**config.mk**
```make
export PLATFORM = sky130hd
export DESIGN_NAME = alu_exec
export DESIGN_NICKNAME = d
export VERILOG_FILES = /design/src/rtl/alu_exec.sv
export SDC_FILE = /design/constraint.sdc
export NUM_CORES = 1
export LEC_CHECK = 0
export ABC_CLOCK_PERIOD_IN_PS = 11050
export CELL_PAD_IN_SITES_DETAIL_PLACEMENT = 1
export CELL_PAD_IN_SITES_GLOBAL_PLACEMENT = 1
export CORE_MARGIN = 2
export CORE_UTILIZATION = 49
export CTS_BUF_LIST = sky130_fd_sc_hd__clkbuf_4 sky130_fd_sc_hd__clkbuf_8
export DETAILED_ROUTE_END_ITERATION = 6
export PLACE_DENSITY = 0.95
export SETUP_SLACK_MARGIN = 0.15
export SLEW_MARGIN = 20
export SYNTH_ARGS = -nofsm -noshare
export SYNTH_HDL_FRONTEND = slang
export SYNTH_SLANG_ARGS = --single-unit
```
**constraint.sdc**
```tcl
create_clock -name clk -period 11.05 [get_ports clk]
set_clock_uncertainty 0.2 [all_clocks]
set_input_delay 1.105 -clock clk [delete_from_list [all_inputs] [get_ports clk]]
set_output_delay 1.105 -clock clk [all_outputs]
set_load 0.02 [all_outputs]
```
**src/rtl/alu_exec.sv**
```systemverilog
// Multi-cycle ALU: single-cycle add/and/xor, radix-4 shift-add multiply taking OP_WIDTH/2 busy cycles.
// Synchronous active-low reset; ready drops while a multiply is in flight and requests are then ignored.
module alu_exec #(
  parameter int OP_WIDTH     = 8,
  parameter int RESULT_WIDTH = 2 * OP_WIDTH
) (
  input  logic                    clk,
  input  logic                    rst,
  input  logic                    valid,
  input  logic [2:0]              op,
  input  logic [OP_WIDTH-1:0]     a,
  input  logic [OP_WIDTH-1:0]     b,
  output logic                    ready,
  output logic                    done,
  output logic [RESULT_WIDTH-1:0] result
);

  localparam int STEPS = OP_WIDTH / 2;
  localparam int CW    = $clog2(STEPS) + 1;
  localparam logic [CW-1:0] LAST_STEP = CW'(STEPS - 1);

  localparam logic [2:0] OP_ADD = 3'b001;
  localparam logic [2:0] OP_AND = 3'b010;
  localparam logic [2:0] OP_XOR = 3'b011;
  localparam logic [2:0] OP_MUL = 3'b100;
  localparam logic [2:0] OP_RST = 3'b111;

  typedef enum logic {S_IDLE, S_MUL} state_t;

  state_t                  state_q, state_d;
  logic                    ready_q, ready_d;
  logic                    done_q, done_d;
  logic [RESULT_WIDTH-1:0] result_q, result_d;
  logic [RESULT_WIDTH-1:0] acc_q, acc_d;
  logic [RESULT_WIDTH-1:0] mcand_q, mcand_d;
  logic [OP_WIDTH-1:0]     mplier_q, mplier_d;
  logic [CW-1:0]           cnt_q, cnt_d;
  logic [RESULT_WIDTH-1:0] partial;

  // Two multiplier bits per step: partial is mcand * mplier[1:0].
  always_comb begin
    partial = '0;
    if (mplier_q[0]) partial = mcand_q;
    if (mplier_q[1]) partial = partial + (mcand_q << 1);
  end

  always_comb begin
    state_d  = state_q;
    ready_d  = ready_q;
    done_d   = 1'b0;
    result_d = result_q;
    acc_d    = acc_q;
    mcand_d  = mcand_q;
    mplier_d = mplier_q;
    cnt_d    = cnt_q;
    case (state_q)
      S_IDLE: begin
        if (valid && ready_q) begin
          case (op)
            OP_ADD: begin
              result_d = RESULT_WIDTH'(a) + RESULT_WIDTH'(b);
              done_d   = 1'b1;
            end
            OP_AND: begin
              result_d = RESULT_WIDTH'(a & b);
              done_d   = 1'b1;
            end
            OP_XOR: begin
              result_d = RESULT_WIDTH'(a ^ b);
              done_d   = 1'b1;
            end
            OP_MUL: begin
              mcand_d  = RESULT_WIDTH'(a);
              mplier_d = b;
              acc_d    = '0;
              cnt_d    = '0;
              state_d  = S_MUL;
              ready_d  = 1'b0;
            end
            OP_RST:  result_d = '0;
            default: ;
          endcase
        end
      end
      S_MUL: begin
        acc_d    = acc_q + partial;
        mcand_d  = mcand_q << 2;
        mplier_d = mplier_q >> 2;
        cnt_d    = cnt_q + CW'(1);
        // Result is only written once the full product is known.
        if (cnt_q == LAST_STEP) begin
          result_d = acc_q + partial;
          done_d   = 1'b1;
          state_d  = S_IDLE;
          ready_d  = 1'b1;
          cnt_d    = '0;
        end
      end
      default: begin
        state_d = S_IDLE;
        ready_d = 1'b1;
      end
    endcase
  end

  always_ff @(posedge clk) begin
    if (!rst) begin
      state_q  <= S_IDLE;
      ready_q  <= 1'b1;
      done_q   <= 1'b0;
      result_q <= '0;
      acc_q    <= '0;
      mcand_q  <= '0;
      mplier_q <= '0;
      cnt_q    <= '0;
    end else begin
      state_q  <= state_d;
      ready_q  <= ready_d;
      done_q   <= done_d;
      result_q <= result_d;
      acc_q    <= acc_d;
      mcand_q  <= mcand_d;
      mplier_q <= mplier_d;
      cnt_q    <= cnt_d;
    end
  end

  assign ready  = ready_q;
  assign done   = done_q;
  assign result = result_q;

endmodule

```
==> results of run 1 <==
==> logic make-up after synthesis <==
| logic type | count (synthesis) | share of synthesized area (%) |
|---|---|---|
| flip-flops | 62 | 25.2 |
| XOR/XNOR | 24 | 4.26 |
| multiplexers | 21 | 4.39 |
| AND/OR/NAND/NOR | 228 | 23.6 |
| AO/OA/AOI/OAI | 211 | 27.5 |
| adder cells (fa/ha/maj) | 38 | 9.99 |
| buffers and inverters | 60 | 5.12 |
==> worst paths after layout <==
| check | startpoint | to |
|---|---|---|
| min reg2reg | cnt_q[2] | cnt_q[2] |
| max | mplier_q[0] | result[15] |
| min | cnt_q[2] | cnt_q[2] |
| max reg2reg | mplier_q[0] | result[15] |
==> routing by layer <==
metal,wire (microns),GRT usage [%]
met1,6530,33.9
met2,8220,54.3
met3,813,6.08
met4,931,19.0
met5,0,0
==> cell usage after synthesis (11+ instances only) <==
cell / n
ha_1: 33
nor2b_1: 13
dfxtp_1: 62
xor2_1: 14
clkbuf_1: 27
nor2_1: 26
mux2i_1: 16
and2_1: 39
o21ai_0: 59
o21a_1: 12
nand3_1: 13
nand2_1: 88
a21oi_1: 53
a21o_1: 11
inv_1: 16
==> where the power goes <==
group          leakage (nW)  internal, mW  switching (mW)  total, mW
logic                  1.57        0.0326          0.0466     0.0791
clock network        0.0993         0.111           0.106      0.217
registers             0.502         0.228         0.00655      0.235
total                  2.17         0.372           0.159      0.531
==> layout by cell type, fill, tap and decap left out, drive strengths merged, types with 3 or more instances in the layout <==
cell            n
a211oi          7
a21boi          8
a21o           11
a21oi          53
a22oi           5
a31o            3
a31oi           7
and2           39
buf             4
clkbuf         10
clkdlybuf4s50  38
dfxtp          62
fa              3
ha             33
inv            20
mux2            5
mux2i          16
nand2          89
nand2b          9
nand3          13
nand4           9
nor2           26
nor2b          13
nor3            9
o211ai          6
o21a           13
o21ai          63
o21bai          9
o22ai           4
o31ai           3
or4             3
xnor2          10
xor2           14
==> area by class of cell <==
type,count,share of cell area (%)
multi-input cells,522,62.2
clock buffers,10,2.49
clock inverters,6,1.22
repair buffers,42,7.37
flip-flops and latches,62,22.5
well taps,133,3.01
inverters,18,1.22
==> flip-flops by register name (all words and copies together) (netlist names) <==
signal    count
acc_q        16
cnt_q         3
done          1
mcand_q      16
mplier_q      8
ready         1
result       16
state_q       1
==> impl_metrics.json, run 1 <==
{
  "path_clk_slew_ns": 0.08,
  "io_buffers": 39,
  "path_cells": "nand2_1 -> inv_1 -> ha_1 -> inv_1 -> fa_1 -> nand2b_1 -> nor3_1 -> a31o_2 -> a21oi_1 -> o221ai_1 -> xor2_1 -> mux2_2 -> ha_1 -> a2111oi_0 -> a31oi_2 -> mux2i_1 -> or4_1 -> nand3_1",
  "via_per_inst": 6.33,
  "dieWidth_microns": 104,
  "synth.top_cells.by_area": "dfxtp_1 25%, ha_1 8.4%, nand2_1 6.7%",
  "synth_edf_count": 0,
  "synth_warnings": 0,
  "end_kind": "register",
  "dieArea_sq_mm": 0.0109,
  "final_cells": 793,
  "drive_above_1_share_pct": 6.52,
  "multi_input_area_sq_mm": 0.00344,
  "grt-ovfl-total": 0,
  "fill_cells": 1220,
  "syn2layout_area_growth_pct": 12.1,
  "status": "completed",
  "grt_pass1_wl_microns": 27100,
  "post-cts-setup-buffer-count": 0,
  "io_pins": 40,
  "worst-slew-pin-transition_ns": 1.06,
  "ys_types": 74,
  "drtIter0Drc": 274,
  "period_minus_slack_ns": 5.68,
  "place.detailed.hpwl_microns": 11500,
  "max_freq_mhz": 176,
  "critPathLaunchType": "register",
  "place.gp.congestion": 0.839,
  "hold_ws_ns": 0.265,
  "regArea_sq_mm": 0.00124,
  "fin_ws_ns": 5.37,
  "slew_headroom_pct": 28.8,
  "synth_area_leader_cell": "dfxtp_1",
  "grt_pass1_vias": 5425,
  "initial_utilization_pct": 50.5,
  "diodes": 0,
  "floorplan.die.height_microns": 104,
  "ys_seq_elements": 62,
  "min_path_type": "register to register",
  "cpPeakStageDelay_ns": 0.94,
  "hold_violations": 0,
  "drv_slew": 0,
  "crit_required_ns": 11.16,
  "coreArea_sq_mm": 0.00977,
  "arrival_ns": 5.79,
  "setup_violations": 0,
  "cp_max_fo": 29,
  "crit_path_top_delay_cell": "dfxtp_1",
  "pre_cts_ws_ns": 5.72,
  "synth_top_area_share_pct": 25.2,
  "grt_max_degree": 80,
  "synth.cell_area_sq_mm": 0.00493,
  "total_leakage_power_nw": 2.17,
  "rsz0062_at_grt": "false",
  "dr_total_vias": 5022,
  "placed_cell_area_sq_mm": 0.00533,
  "antenna_found_initial": 0,
  "cts_htree_levels": 3,
  "worst-setup-path-type": "register to register",
  "syn_nets": 702,
  "num_rows": 36,
  "place_inst": 777,
  "peakVddDrop_v": 0.0000750,
  "routed_wl_microns": 16500,
  "powerDensity_mw_per_mm2": 96.0,
  "ys_async_sr_fraction_pct": 0,
  "cts_tree": "yes",
  "grt.total_usage_pct": 30.9,
  "crit_buf_inv": 2,
  "cp.depth": 18,
  "holdPathStages": 1,
  "ant_nets": 0,
  "insertion_delay_ns": 0.37,
  "seq_area_frac_synth_pct": 25.2,
  "fin_util_pct": 56.6,
  "cts_max_path_buffers": 2,
  "postSynthAreaPerCell_sq_um": 7.66,
  "wire_per_inst_microns": 20.8,
  "fin_crit_sh_pct": 51.4,
  "setup-tns-final_ns": 0,
  "cts_hold_buf": 0,
  "firstDrtPassIters": 4,
  "nets": 713,
  "rrSetupSlack_ns": 5.37,
  "drc": 0,
  "cts_buffers": 9,
  "final_cell_area_sq_mm": 0.00553,
  "syn-instance-count": 644,
  "cts_resized": 0,
  "maxCapViolCount": 0,
  "cts.sinks": 62,
  "critPathTopFamily": "compound AO/OA/AOI/OAI gates",
  "r2r_cells": 18,
  "power_uw": 531,
  "synthFlopType": "dfxtp_1",
  "clockRootBuffer": "clkbuf_8"
}
Note: power is estimated with default switching activity, not from simulation.
==> run 2: changes to the inputs <==
- ABC_CLOCK_PERIOD_IN_PS: 11050 -> 4800
- CORE_UTILIZATION: 49 -> 41
- PLACE_DENSITY: 0.95 -> 0.87
- clock period: 11.05 -> 4.8 ns (I/O delays scaled with it)
==> run 2 against run 1 <==
Core utilization fell by 9.5 points. Design area rose by 0.99%. Final cell count rose by 2.3%. Worst setup slack got worse by 5.0 ns. Sequential cell count did not move. First-iteration DRC count fell by 16%. Critical path depth fell by 3. Critical endpoint unchanged. Largest power group unchanged.
==> impl_metrics.json, run 2 (synthesis results as in run 1) <==
{
  "status": "completed",
  "path_clk_slew_ns": 0.09,
  "cts_htree_levels": 3,
  "clockRootBuffer": "clkbuf_8",
  "floorplan.die.height_microns": 114,
  "critPathTopFamily": "compound AO/OA/AOI/OAI gates",
  "setup-tns-final_ns": 0,
  "maxUsedRoutingLayer": "met4",
  "min_from": "mplier_q[7]",
  "routed_wl_microns": 15800,
  "cts_tree": "yes",
  "fin_ws_ns": 0.384,
  "initial_utilization_pct": 41.6,
  "grt_pass1_vias": 5193,
  "via_per_inst": 6.11,
  "holdPathStages": 2,
  "cpPeakStageDelay_ns": 0.50,
  "cts_hold_buf": 0,
  "num_rows": 40,
  "wl_met2_microns": 7950,
  "seqPwrFrac_pct": 46.2,
  "drc": 0,
  "place.detailed.hpwl_microns": 11300,
  "coreArea_sq_mm": 0.0119,
  "fin_util_pct": 47.1,
  "grt.total_usage_pct": 25.0,
  "end_kind": "register",
  "insertion_delay_ns": 0.36,
  "drtIter0Drc": 229,
  "dieArea_sq_mm": 0.0129,
  "pwr-share-comb_pct": 15.2,
  "grt-ovfl-total": 0,
  "cts.sinks": 62,
  "slew_headroom_pct": 30.7,
  "rrSetupSlack_ns": 0.38,
  "io_pins": 40,
  "cts_max_path_buffers": 2,
  "r2r-end": "result[15]",
  "crit_buf_inv": 1,
  "min_path_type": "register to register",
  "cp_max_fo": 27,
  "crit_required_ns": 4.91,
  "fin_crit_sh_pct": 92.0,
  "place.gp.congestion": 0.888,
  "grt_pass1_wl_microns": 26000,
  "r2r-start": "mplier_q[0]",
  "antenna_found_initial": 0,
  "arrival_ns": 4.53,
  "total_leakage_power_nw": 2.18,
  "clockPowerShare_pct": 38.7,
  "drive_above_1_share_pct": 8.28,
  "max_freq_mhz": 226,
  "grt_max_degree": 51,
  "internal-power_uw": 795,
  "path_cells": "buf_4 -> and2_1 -> ha_1 -> a31o_2 -> a31oi_1 -> o21bai_1 -> xor2_1 -> mux2_2 -> ha_1 -> and2_1 -> a311oi_2 -> a31oi_2 -> mux2i_2 -> or4_1 -> nand3_1",
  "wire_per_inst_microns": 19.5,
  "hold_ws_ns": 0.262,
  "diodes": 0,
  "nets": 717,
  "hold_violations": 0,
  "period_minus_slack_ns": 4.42,
  "r2r_cells": 15,
  "layout_commonest_cell": "nand2_1",
  "power_mw": 1.17,
  "worst-setup-path-type": "register to register",
  "peakVddDrop_v": 0.000146,
  "worst-slew-pin-transition_ns": 1.04,
  "crit_path_top_delay_cell": "or4_1",
  "drv_slew": 0,
  "syn2layout_area_growth_pct": 13.2,
  "dieWidth_microns": 114,
  "pre_cts_ws_ns": 0.0802,
  "io_buffers": 39,
  "powerDensity_mw_per_mm2": 210,
  "layout_common_cells": "88 x nand2_1, 60 x dfxtp_1, 59 x o21ai_0, 53 x a21oi_1, 39 x and2_1",
  "holdPathEnd": "mplier_q[7]",
  "swShare_pct": 32.1,
  "dr_total_vias": 4954,
  "rsz0062_at_grt": "false",
  "p_switching_uw": 376,
  "met3WireLength_microns": 663,
  "critPathLaunchType": "register",
  "cts_buffers": 9,
  "setup_violations": 0,
  "fill_cells": 1451,
  "firstDrtPassIters": 5,
  "ant_nets": 0,
  "wl_met1_microns": 6730,
  "maxCapViolCount": 0
}
run 2: cell types whose count changed in the layout (fill, tap and decap cells not counted), sizes merged:
cell / previous run / this run
clkinvlp: 2 / 1
bufinv: 1 / 0
clkbuf: 10 / 9
inv: 20 / 22
clkinv: 1 / 2
buf: 4 / 8
run 2: worst min-delay path: cells and delay by family, from the launching register on:
family / cells / cell delay (ns)
AOI/OAI and AO/OA: 1 / 0.05
DFF: 1 / 0.32
and+or+nand+nor: 1 / 0.05
run 2: worst max path at each step:
stage	slack [ns]	to	start	cells after the start
5_1_grt	0.19	result[15]	mplier_q[0]	15
2_1_floorplan	0.32	result[15]	mplier_q[0]	20
3_3_place_gp	0.34	result[15]	mcand_q[1]	18
6_report	0.38	result[15]	mplier_q[0]	15
4_1_cts	0.18	result[15]	mcand_q[1]	20
3_5_place_dp	0.08	result[15]	mcand_q[1]	18
run 2: area by class of cell:
cell class	count	area [sq um]	share of cell area (%)
flip-flops and latches	62	1240	22.3
clock inverters	7	55.1	0.985
clock buffers	9	124	2.22
well taps	147	184	3.29
multi-input cells	522	3480	62.2
inverters	18	67.6	1.21
repair buffers	46	438	7.84
run 2: stage by stage:
stage                     std cells  instance area [sq um]
final                           811                   5590
after global routing            811                   5590
after CTS                       810                   5550
after detailed placement        794                   5370
after global placement          794                   5370
after floorplan                 644                   4930
run 2: timing repair:
action                                  CTS  global route
gates resized for setup                   2             8
endpoints found under the setup margin    2             7
endpoints found under the hold margin     0             0
pin swaps                                 0             1
buffers inserted                          0             1
run 2: metal layers:
| layer | global-route usage (%) | vias up |
|---|---|---|
| met1 | 29.6 | 2416 |
| met5 | 0 | - |
| li1 | - | 2343 |
| met4 | 9.35 | 0 |
| met2 | 45.3 | 150 |
| met3 | 4.36 | 45 |
run 2: power groups by stage:
stage | clock [mW] | combinational [mW] | sequential [mW]
2_1_floorplan | 0 | 0.107 | 0.552
3_3_place_gp | 0 | 0.171 | 0.552
3_5_place_dp | 0 | 0.177 | 0.552
4_1_cts | 0.457 | 0.178 | 0.540
5_1_grt | 0.480 | 0.194 | 0.543
6_report | 0.453 | 0.178 | 0.541
==> RTL edit: new RTL, flow settings as in run 2 <==
Make the reset (`rst`) asynchronous in one clocked block. Comments in the files are not updated.
--- a/src/rtl/alu_exec.sv
+++ b/src/rtl/alu_exec.sv
@@ -104,5 +104,5 @@
   end
 
-  always_ff @(posedge clk) begin
+  always_ff @(posedge clk or negedge rst) begin
     if (!rst) begin
       state_q  <= S_IDLE;
Function: differs if rst is asserted again (counterexample within 4 cycles, from zero or initial values and one cycle with rst low); with rst held inactive, the same outputs for 4 cycles.
==> RTL edit against run 2 <==
Synthesized area decreased by 1.7%; wire length decreased by 9.9%; via count decreased by 7.4%; die area decreased by 1.6%; sequential cell count unchanged; design area increased by 0.36%; critical path depth increased by 3; worst setup slack got worse by 0.028 ns.
Power is not compared: it rests on default switching activity, and its combinational part moved more than twofold at a synthesized area within 25%.
==> RTL edit: results (changes against run 2) <==
Count of routing violations after the opening detailed-route iteration: 198 (was 229). The last weighted congestion value of the routability-driven placer is 0.844 (was 0.888), and the sequential share of the synthesized area is 0.320 (was 0.252). The flow ran to the end, and the final reports show no timing, DRC or antenna violations. Top cells by instance count after synthesis: 115 x sky130_fd_sc_hd__nand2_1, 61 x sky130_fd_sc_hd__dfrtp_1, 56 x sky130_fd_sc_hd__o21ai_0, 33 x sky130_fd_sc_hd__ha_1, 32 x sky130_fd_sc_hd__a21oi_1 (was 88 x sky130_fd_sc_hd__nand2_1, 62 x sky130_fd_sc_hd__dfxtp_1, 59 x sky130_fd_sc_hd__o21ai_0, 53 x sky130_fd_sc_hd__a21oi_1, 39 x sky130_fd_sc_hd__and2_1). The count of different cell masters after synthesis was 67 (was 74).

The number of rows in the core area was 39 (was 40); the top fanout value on the critical path was 6 (was 27). Largest cells by area after synthesis: sky130_fd_sc_hd__dfrtp_1 31%, sky130_fd_sc_hd__nand2_1 8.9%, sky130_fd_sc_hd__ha_1 8.5% (was sky130_fd_sc_hd__dfxtp_1 25%, sky130_fd_sc_hd__ha_1 8.4%, sky130_fd_sc_hd__nand2_1 6.7%). The worst-case headroom to the max-slew limit was 0.395 (was 0.307). Wire length of the first global-routing pass: 23,400 um (was 26,000 um).

The share of cells above drive strength 1 was 0.109 (was 0.0828). The path type of the worst min-delay path was input pin to asynchronous set/reset pin (was flop to flop). Number of standard cells after synthesis: 595 (was 644). The worst setup slack for register-to-register paths was 0.36 ns (was 0.38 ns); the via count of the first global-routing pass was 4,660 (was 5,193). The most instantiated flip-flop cell in the synthesis netlist is sky130_fd_sc_hd__dfrtp_1 (was sky130_fd_sc_hd__dfxtp_1). The tools report the number of cells in the design after placement as 755 (was 794). The tools report the post-placement setup slack as 0.174 ns (was 0.0802 ns). The number of optimization iterations in the first detailed-route pass was 4 (was 5). The endpoint arrival time on the critical path came out at 4.48 ns (was 4.53 ns). The number of cells on the worst reg-to-reg path was 18 (was 15). Proportion of total power due to net switching: 0.445. The cell family contributing the most delay on the critical path is compound AO/OA/AOI/OAI gates (unchanged). End of the worst register-to-register path: result[15] (unchanged). The total half-perimeter wirelength after legalization and detailed placement is 10,500 um (was 11,300 um).

The post-layout net count was 685 (was 717). The global-route total usage across every layer is 0.230 (was 0.250). The async set-or-reset flop fraction in the synthesized netlist came out at 1.00 (was 0). Startpoint of the worst setup timing path: mplier_q[0] (unchanged). The delay of the slowest cell on the worst path works out to 0.41 ns (was 0.50 ns). The tools report the maximum number of pins on one net before global-route repair as 63 (was 51). The post-synthesis net count is 653 (was 702).

The average vias per placed instance is 5.92 (was 6.11).
[RTL edit: cell type report]
class,count,area [sq um]
multi-input combinational,473,3090
sequential,62,1550
inverter,30,113
timing repair buffer,51,475
fill,1401,5860
clock inverter,1,5.00
tap,143,179
clock buffer,15,188
[RTL edit: how the worst min path moves through the flow]
stage | cells past startpoint | slack, ns | to
2_1_floorplan | 0 | -0.02 | acc_q[0]
3_3_place_gp | 2 | 0.26 | mplier_q[4]
3_5_place_dp | 2 | 0.27 | mplier_q[5]
4_1_cts | 2 | 0.10 | result[12]
5_1_grt | 2 | 0.13 | result[12]
6_report | 2 | 0.08 | result[12]
[RTL edit: logic make-up (layout without fill, tap and decap cells)]
group	after synthesis	count (layout)	share of synthesized area
buffers and inverters	60	97	0.0521
AND/OR/NAND/NOR	229	229	0.227
flip-flops	62	62	0.320
adder cells (fa/ha/maj)	36	36	0.0975
multiplexers	18	18	0.0382
AO/OA/AOI/OAI	170	170	0.229
XOR/XNOR	20	20	0.0361
[RTL edit: layer usage]
layer  vias to the layer above  track usage  part of all wire
met1                      2269        0.285              0.45
met3                        29       0.0632             0.040
met5                         -            0                 0
met4                         0       0.0813             0.025
met2                       102        0.388              0.49
li1                       2185            -                 -
[RTL edit: repair_timing]
item | in CTS | in global routing
gates resized for setup | 2 | 13
setup endpoints to repair | 2 | 2
buffers inserted | 0 | 4
pin swaps | 0 | 10
[RTL edit: stage by stage]
stage               utilization  instance area (sq um)
floorplan                     -                   4850
global placement          0.465                   5340
detailed placement        0.465                   5340
CTS                       0.483                   5530
global route              0.489                   5610
finish                    0.489                   5610
[RTL edit: power groups by stage]
| stage | clock network, W | logic (W) | registers, W |
|---|---|---|---|
| after floorplan | 0 | 0.000824 | 0.000898 |
| after global placement | 0 | 0.00114 | 0.000933 |
| after detailed placement | 0 | 0.00120 | 0.000951 |
| after CTS | 0.000474 | 0.00120 | 0.000944 |
| after global routing | 0.000496 | 0.00136 | 0.000980 |
| final | 0.000461 | 0.00123 | 0.000944 |
